[config.mk]
export PLATFORM = sky130hd
export DESIGN_NAME = mem_port_arbiter
export DESIGN_NICKNAME = d
export VERILOG_FILES = /design/src/rtl/mem_port_arbiter.sv
export SDC_FILE = /design/constraint.sdc
export NUM_CORES = 1
export LEC_CHECK = 0
export ABC_AREA = 1
export BUFFER_PORTS_ARGS = -buffer_cell sky130_fd_sc_hd__buf_4
export CAP_MARGIN = 0
export CELL_PAD_IN_SITES_DETAIL_PLACEMENT = 1
export CELL_PAD_IN_SITES_GLOBAL_PLACEMENT = 1
export CORE_ASPECT_RATIO = 0.6
export CORE_MARGIN = 8
export CORE_UTILIZATION = 34
export CTS_CLUSTER_SIZE = 24
export DETAILED_ROUTE_END_ITERATION = 10
export GPL_TIMING_DRIVEN = 0
export PLACE_DENSITY = 0.85
export SLEW_MARGIN = 40
export SYNTH_ARGS = -nofsm -noshare
export SYNTH_HDL_FRONTEND = slang
export SYNTH_SLANG_ARGS = --single-unit
[constraint.sdc]
create_clock -name clk -period 3.8 [get_ports clk]
set_input_delay 0.19 -clock clk [delete_from_list [all_inputs] [get_ports clk]]
set_output_delay 0.19 -clock clk [all_outputs]
set_load 0.02 [all_outputs]
[src/rtl/mem_port_arbiter.sv]
// Arbitrates one single-port memory between the instruction-fetch (IF) and
// load/store (DM) requesters: round-robin on conflict, fixed issue/wait/respond sequence.
module mem_port_arbiter #(
   parameter int ADDR_W  = 32,
   parameter int DATA_W  = 32,
   parameter int MEM_LAT = 2
) (
   input  logic              clk,
   input  logic              reset,
   input  logic              if_req,
   input  logic [ADDR_W-1:0] if_addr,
   output logic              if_ready,
   output logic [DATA_W-1:0] if_rdata,
   input  logic              dm_req,
   input  logic              dm_we,
   input  logic [ADDR_W-1:0] dm_addr,
   input  logic [DATA_W-1:0] dm_wdata,
   output logic              dm_ready,
   output logic [DATA_W-1:0] dm_rdata,
   output logic              mem_en,
   output logic              mem_we,
   output logic [ADDR_W-1:0] mem_addr,
   output logic [DATA_W-1:0] mem_wdata,
   input  logic [DATA_W-1:0] mem_rdata,
   output logic              busy
);

   typedef enum logic [1:0] {
      S_IDLE  = 2'd0,
      S_ISSUE = 2'd1,
      S_WAIT  = 2'd2,
      S_DONE  = 2'd3
   } state_t;

   localparam logic       OWN_IF   = 1'b0;
   localparam logic       OWN_DM   = 1'b1;
   localparam logic [3:0] LAT_LOAD = 4'(MEM_LAT);

   state_t            state_q, state_d;
   logic              owner_q, owner_d;
   logic              last_owner_q, last_owner_d;
   logic              we_q, we_d;
   logic [3:0]        cnt_q, cnt_d;

   logic              grant_s;
   logic              pick_dm_s;
   logic              capture_s;

   logic              if_ready_q, if_ready_d;
   logic              dm_ready_q, dm_ready_d;
   logic [DATA_W-1:0] if_rdata_q, if_rdata_d;
   logic [DATA_W-1:0] dm_rdata_q, dm_rdata_d;
   logic              mem_en_q, mem_en_d;
   logic              mem_we_q, mem_we_d;
   logic [ADDR_W-1:0] mem_addr_q, mem_addr_d;
   logic [DATA_W-1:0] mem_wdata_q, mem_wdata_d;
   logic              busy_q, busy_d;

   // Grant decision and capture strobe; on conflict the side that did not go last wins.
   always_comb begin
      grant_s   = (state_q == S_IDLE) && (if_req || dm_req);
      pick_dm_s = dm_req && (!if_req || (last_owner_q == OWN_IF));
      capture_s = (state_q == S_WAIT) && (cnt_q == 4'd1);
   end

   always_ff @(posedge clk) begin
      if (reset) begin
         state_q      <= S_IDLE;
         owner_q      <= OWN_IF;
         last_owner_q <= OWN_IF;
         we_q         <= 1'b0;
         cnt_q        <= 4'd0;
         if_ready_q   <= 1'b0;
         dm_ready_q   <= 1'b0;
         if_rdata_q   <= {DATA_W{1'b0}};
         dm_rdata_q   <= {DATA_W{1'b0}};
         mem_en_q     <= 1'b0;
         mem_we_q     <= 1'b0;
         mem_addr_q   <= {ADDR_W{1'b0}};
         mem_wdata_q  <= {DATA_W{1'b0}};
         busy_q       <= 1'b0;
      end else begin
         state_q      <= state_d;
         owner_q      <= owner_d;
         last_owner_q <= last_owner_d;
         we_q         <= we_d;
         cnt_q        <= cnt_d;
         if_ready_q   <= if_ready_d;
         dm_ready_q   <= dm_ready_d;
         if_rdata_q   <= if_rdata_d;
         dm_rdata_q   <= dm_rdata_d;
         mem_en_q     <= mem_en_d;
         mem_we_q     <= mem_we_d;
         mem_addr_q   <= mem_addr_d;
         mem_wdata_q  <= mem_wdata_d;
         busy_q       <= busy_d;
      end
   end

   always_comb begin
      state_d      = state_q;
      owner_d      = owner_q;
      last_owner_d = last_owner_q;
      we_d         = we_q;
      cnt_d        = cnt_q;
      case (state_q)
         S_IDLE: begin
            if (grant_s) begin
               state_d = S_ISSUE;
               owner_d = pick_dm_s ? OWN_DM : OWN_IF;
               we_d    = pick_dm_s && dm_we;
            end
         end
         S_ISSUE: begin
            cnt_d   = LAT_LOAD;
            state_d = S_WAIT;
         end
         S_WAIT: begin
            cnt_d = cnt_q - 4'd1;
            if (cnt_q == 4'd1) begin
               state_d = S_DONE;
            end
         end
         S_DONE: begin
            last_owner_d = owner_q;
            state_d      = S_IDLE;
         end
         default: begin
            state_d = S_IDLE;
         end
      endcase
   end

   // Outputs are computed one cycle ahead so the registered copies line up with ISSUE/DONE.
   always_comb begin
      mem_en_d    = grant_s;
      mem_we_d    = grant_s && pick_dm_s && dm_we;
      mem_addr_d  = mem_addr_q;
      mem_wdata_d = mem_wdata_q;
      if (grant_s) begin
         mem_addr_d  = pick_dm_s ? dm_addr : if_addr;
         mem_wdata_d = pick_dm_s ? dm_wdata : {DATA_W{1'b0}};
      end
      if_ready_d = capture_s && (owner_q == OWN_IF);
      dm_ready_d = capture_s && (owner_q == OWN_DM);
      if_rdata_d = if_rdata_q;
      dm_rdata_d = dm_rdata_q;
      if (if_ready_d) begin
         if_rdata_d = mem_rdata;
      end
      if (dm_ready_d) begin
         dm_rdata_d = we_q ? {DATA_W{1'b0}} : mem_rdata;
      end
      busy_d = (state_d != S_IDLE);
   end

   assign if_ready  = if_ready_q;
   assign dm_ready  = dm_ready_q;
   assign if_rdata  = if_rdata_q;
   assign dm_rdata  = dm_rdata_q;
   assign mem_en    = mem_en_q;
   assign mem_we    = mem_we_q;
   assign mem_addr  = mem_addr_q;
   assign mem_wdata = mem_wdata_q;
   assign busy      = busy_q;

endmodule

==> results of run 1 <==
## area by class of cell
class	count	area, µm²	share of cell area, %
timing repair buffer	265	1990	22.5
sequential	142	2840	32.1
tap	234	293	3.31
inverter	115	432	4.88
clock inverter	14	144	1.63
multi-input combinational	588	2420	27.4
clock buffer	18	439	4.97
buffer	51	279	3.16
## metal layers
| metal | vias to the layer above | part of all wire [%] | GRT usage (%) |
|---|---|---|---|
| li1 | 3243 | - | - |
| met1 | 2938 | 47 | 25.6 |
| met2 | 182 | 43 | 32.0 |
| met3 | 14 | 8.7 | 8.60 |
| met4 | 0 | 0.97 | 3.80 |
| met5 | - | 0 | 0 |
## registers in the layout, summed over array words and instances, names as in the netlist, 2 cells and up
register	count
cnt_q	4
if_rdata	32
state_q	2
dm_rdata	32
mem_wdata	32
mem_addr	32
## report_power, final
| group | switching, mW | internal [mW] |
|---|---|---|
| logic | 0.739 | 0.476 |
| clock network | 0.734 | 0.892 |
| registers | 0.0939 | 1.66 |
## critical path: stages (launching register included)
cell and delay [ns]:
dfxtp_1 0.35, inv_1 0.07, ha_1 0.27, nand4_1 0.15
buf_2 0.27, buf_2 0.30, nor2_1 0.08, nor2_1 0.12
## logic make-up (layout without fill, tap and decap cells)
family	after synthesis	in the layout	synth area share, %
AND/OR/NAND/NOR	476	476	30.3
adder cells (fa/ha/maj)	5	5	1.05
AO/OA/AOI/OAI	107	107	9.17
buffers and inverters	166	463	11.9
flip-flops	142	142	47.6
## placed cells by master, fill, tap and decap left out, drive strengths merged
cell type	n
a21oi	66
a31oi	1
and3	2
buf	297
clkbuf	36
clkinv	5
clkinvlp	1
dfxtp	142
dlygate4sd3	1
ha	5
inv	123
nand2	259
nand3	2
nand4	2
nor2	209
nor3	2
o21ai	37
o21bai	3
## synth_stat cells
library cell,instances
buf_2,22
o21bai_1,3
ha_1,5
dfxtp_1,142
nor2_2,1
o21ai_0,36
nor2_4,1
buf_6,5
a21oi_1,66
and3_1,2
nor3_1,2
buf_4,6
nand3_1,2
inv_1,112
nand2_1,259
clkbuf_1,18
o21ai_2,1
nand4_1,2
a31oi_1,1
nor2_1,207
inv_2,3
## final timing paths
path | startpoint | to | slack (ns) | cells past startpoint
min | mem_rdata[5] | dm_rdata[5] | 0.02 | 3
min reg2reg | mem_wdata[24] | mem_wdata[24] | 0.47 | 2
max | state_q[0] | if_rdata[16] | 2.12 | 7
max reg2reg | state_q[0] | if_rdata[16] | 2.12 | 7
==> metrics.cfg, run 1 <==
[logic_synthesis]
ys_ff_latch = 142
synth_top_area_share_pct = 47.6
syn_avg_cell_area_um2 = 6.67
synth_area_leaders = dfxtp_1, nand2_1, nor2_1
yosysSeqAreaShare_pct = 47.6
synthesis.instances = 896
synthesis.nets = 1034
ys_warn_count = 0
syn_area_um2 = 5980
ys_types = 21
yosysTopAreaCell = dfxtp_1

[critical_path]
endpoint_kind = flop
startpoint_type = flop
crit_type = flop to flop
crit_fanout = 10
cp.required_ns = 4.13
critPathArrivalTime_ns = 2.01

[pwr]
power.leakage_nw = 4.65
vdd_drop_max_mv = 0.248
total_power_mw = 4.59
p_per_area_nw_per_um2 = 519

[finish]
final_util_pct = 51.5
areaGrowthSynthToFinish_pct = 48.0
final_area_um2 = 8840
fin_cells = 1427
finalNetCount = 1318
fill_cells = 2257
drive_above_1_share_pct = 28.1
diodes = 0

[cts]
post_cts_buffers = 0
holdBufCountCts = 1
cts.clk_slew.worst_paths_ns = 0.07
cts-resized-gates = 0
root_buffer = clkbuf_16
clock_latency_ns = 0.41
clock_sinks = 142
cts_htree_levels = 4
numCtsBuffers = 17
cts_max_path_buffers = 2
cts_tree = built

[place]
post-place-cells = 1394
place.gp.congestion = 0.797
post_dp_cell_area_um2 = 8250
io_buffers = 264
post-place-ws_ns = 2.11
hpwl_um = 18100

[grt]
grt_pass1_vias = 6703
grt-ovfl-total = 0
grt_usage_pct = 20.2
grt_first_pass_wirelength_um = 36400
antenna_found_initial = 0
grt_start_max_net_pins = 17

[die]
start_util_pct = 34.8
chipWidth_um = 187
ios = 266
core_area_um2 = 17200
dieArea_um2 = 22200
die_height_um = 119
rows = 37

[timing]
drv_slew = 0
finalHoldViolations = 0
slew_headroom_pct = 60.3
post-route-period-util_pct = 44.2
finClkSkew_ns = 0.0125
fin_crit_ns = 1.68
max_freq_mhz = 595
rsz0062_at_grt = false
setup_ws_ns = 2.12
setup_violations = 0
tns_ns = 0
hold_slack_ns = 0.0181
tightest_slew_ns = 0.595

[route]
via_count = 6377
drtIter0Drc = 245
drcViolationCount = 0
wire_per_inst_um = 16.1
viasPerCell = 4.47
antenna_left = 0
totalWireLength_um = 23000
drtPass1Iterations = 4

[outcome]
status = finished, final reports clean

[min_path]
hp-class = primary input to flop

[run]
maxCapViolations = 0

Note: power is estimated with default switching activity, not from simulation.
==> run 2: changes to the inputs <==
Settings changed: CORE_UTILIZATION 34 to 29, PLACE_DENSITY 0.85 to 0.77.
Clock period 3.8 ns to 1.4 ns, I/O delays scaled along.
==> run 2 against run 1 <==
Net effect:
- the flow now finishes with violations (negative setup slack)
- routed wire length increased by 34%
- hold slack improved by 0.0060 ns
- via count increased by 16%
- die area increased by 15%
- combinational power increased to 3.7 times the previous value
- cell count increased by 13%
- critical path depth increased by 2
- largest cell class is now non-clock buffers
==> metrics.cfg, run 2 (synthesis results as in run 1) <==
[outcome]
status = finished, violations left
violations = negative setup slack

[cts]
cts.clk_slew.worst_paths_ns = 0.06  ; about the same
cts_max_path_buffers = 2  ; unchanged
clock_sinks = 142  ; unchanged
cts_tree = built
root_buffer = clkbuf_16
cts_htree_levels = 4  ; unchanged
numCtsBuffers = 17  ; unchanged
clock_latency_ns = 0.42  ; about the same

[min_path]
hp-class = primary input to flop

[timing]
post-route-period-util_pct = 106  ; +62 points
fin_crit_ns = 1.49  ; -0.191 ns
finalHoldViolations = 0  ; unchanged
setup_violations = 27  ; +27
finClkSkew_ns = 0.00954  ; -0.00292 ns
drv_slew = 0  ; unchanged
setup_ws_ns = -0.0899  ; -2.21 ns
tightest_slew_ns = 0.746  ; +0.151 ns
rsz0062_at_grt = true
max_freq_mhz = 671  ; +13%
slew_headroom_pct = 50.3  ; -10 points

[die]
rows = 40  ; +8.1%
start_util_pct = 29.7  ; -5.1 points
dieArea_um2 = 25600  ; +15%
core_area_um2 = 20100  ; +17%
ios = 266  ; unchanged
chipWidth_um = 201  ; +7.6%
die_height_um = 127  ; +7.2%

[finish]
final_cell_mix = buf_4, nand2_1, nor2_1, dfxtp_1, dlygate4sd3_1
regArea_um2 = 2850  ; +0.26%
drive_above_1_share_pct = 37.7  ; +9.6 points
fin_cells = 1612  ; +13%
final_area_um2 = 11300  ; +28%
multi_input_area_um2 = 2970  ; +23%
finalNetCount = 1465  ; +11%
fill_cells = 2409  ; +6.7%
layout_commonest_cell = buf_4
areaGrowthSynthToFinish_pct = 89.0

[pwr]
p_per_area_nw_per_um2 = 1250  ; +140%
vdd_drop_max_mv = 0.857  ; +250%
total_power_mw = 14.1  ; +210%
power.leakage_nw = 5.51  ; +18%

[place]
post-place-ws_ns = -0.334  ; -2.44 ns
post_dp_cell_area_um2 = 8300  ; +0.59%
hpwl_um = 18600  ; +2.7%
post-place-cells = 1433  ; +2.8%
place.gp.congestion = 0.767  ; -3.8%
io_buffers = 264  ; unchanged

[grt]
grt-busiest-layer = met2
grt_pass1_vias = 7699  ; +15%
grt_usage_pct = 22.0  ; +1.7 points
grt_first_pass_wirelength_um = 44600  ; +23%
grt_use_met1_pct = 26.2  ; +0.60 points
grt-ovfl-total = 0  ; unchanged
grt_start_max_net_pins = 17  ; unchanged
antenna_found_initial = 2  ; +2
grt.met3_usage_pct = 8.20  ; -0.40 points
met2_usage_pct = 36.1  ; +4.0 points

[critical_path]
crit_fanout = 9  ; -1
critPathSlowestCell = dfxtp_4
endpoint_kind = flop
crit_type = flop to flop
crit_top_cell = buf_6
crit_family = buffers and inverters
cp_cell_sequence = inv_4, ha_4, o21ai_4, buf_6, nor2_4, buf_12, buf_6, nand2_1, a21oi_1
cp.required_ns = 1.74  ; -2.39 ns
critPathArrivalTime_ns = 1.83  ; -0.18 ns
startpoint_type = flop
rrSetupSlack_ns = -0.09  ; -2.21 ns
path_buf_inv = 4  ; +1
cpPeakStageDelay_ns = 0.36  ; about the same

[route]
drcViolationCount = 0  ; unchanged
totalWireLength_um = 30900  ; +34%
viasPerCell = 4.57  ; +2.3%
antenna_left = 0  ; unchanged
drtPass1Iterations = 4  ; unchanged
via_count = 7372  ; +16%
drtIter0Drc = 298  ; +22%
wire_per_inst_um = 19.1  ; +19%

[run]
maxCapViolations = 0  ; unchanged

[run 2: cell count changes in the layout (fill, tap and decap cells not counted), moves of 19 or more]
cell           before  now
a21oi_1            66   19
nand2_1           259  197
a21oi_2             0   42
nor2_1            207  184
nand2_2             0   51
nor2_2              1   20
dlygate4sd3_1       1  126
[run 2: final cells by class]
cell class	instances	area share (%)
diodes	1	0.0222
plain buffers	51	4.11
clock buffers	19	3.92
clock inverters	11	1.47
inverters	115	3.89
multi-input cells	588	26.3
flip-flops and latches	142	25.2
well taps	273	3.02
repair buffers	412	32.0
[run 2: what timing repair did]
item / 4_1_cts / 5_1_grt
pin swaps: 3 / 36
hold endpoints to repair: 128 / 0
cloned: 2 / 9
setup endpoints to repair: 131 / 128
setup buffers: 9 / 2
resized for setup: 44 / 213
hold buffers: 126 / 0
[run 2: per-layer routing]
layer  wire [µm]  vias up
met5          13        -
met4         641        2
met3        2360       47
met2       14700      256
met1       13200     3516
li1            -     3551
[run 2: path summary, 6_finish.rpt]
| path | to | cells past startpoint | from |
|---|---|---|---|
| worst max register to register | mem_wdata[20] | 9 | state_q[1] |
| worst min register to register | mem_wdata[25] | 2 | mem_wdata[25] |
| worst min-delay path | mem_addr[7] | 5 | if_addr[7] |
| worst max-delay path | mem_wdata[20] | 9 | state_q[1] |
[run 2: per-stage QoR]
stage               setup TNS, ns  util, %  hold WS [ns]
floorplan                       0        -         0.205
global placement           -18.93     41.3         0.306
detailed placement         -21.84     41.3         0.313
CTS                             0     51.7       0.00171
global route                -7.20     56.1        0.0183
finish                     -0.593     56.1        0.0241
[run 2: where the power goes]
part           total (mW)  leakage (nW)  internal (mW)  switching [mW]
clock                4.81         0.291           3.01            1.80
sequential           4.84          1.16           4.52           0.316
combinational        4.45          4.06           1.96            2.49
[run 2: worst min-delay path, delay by kind of cell]
kind,cells,cell delay [ns]
AND/OR/NAND/NOR,3,0.18
buffers and inverters,2,0.15
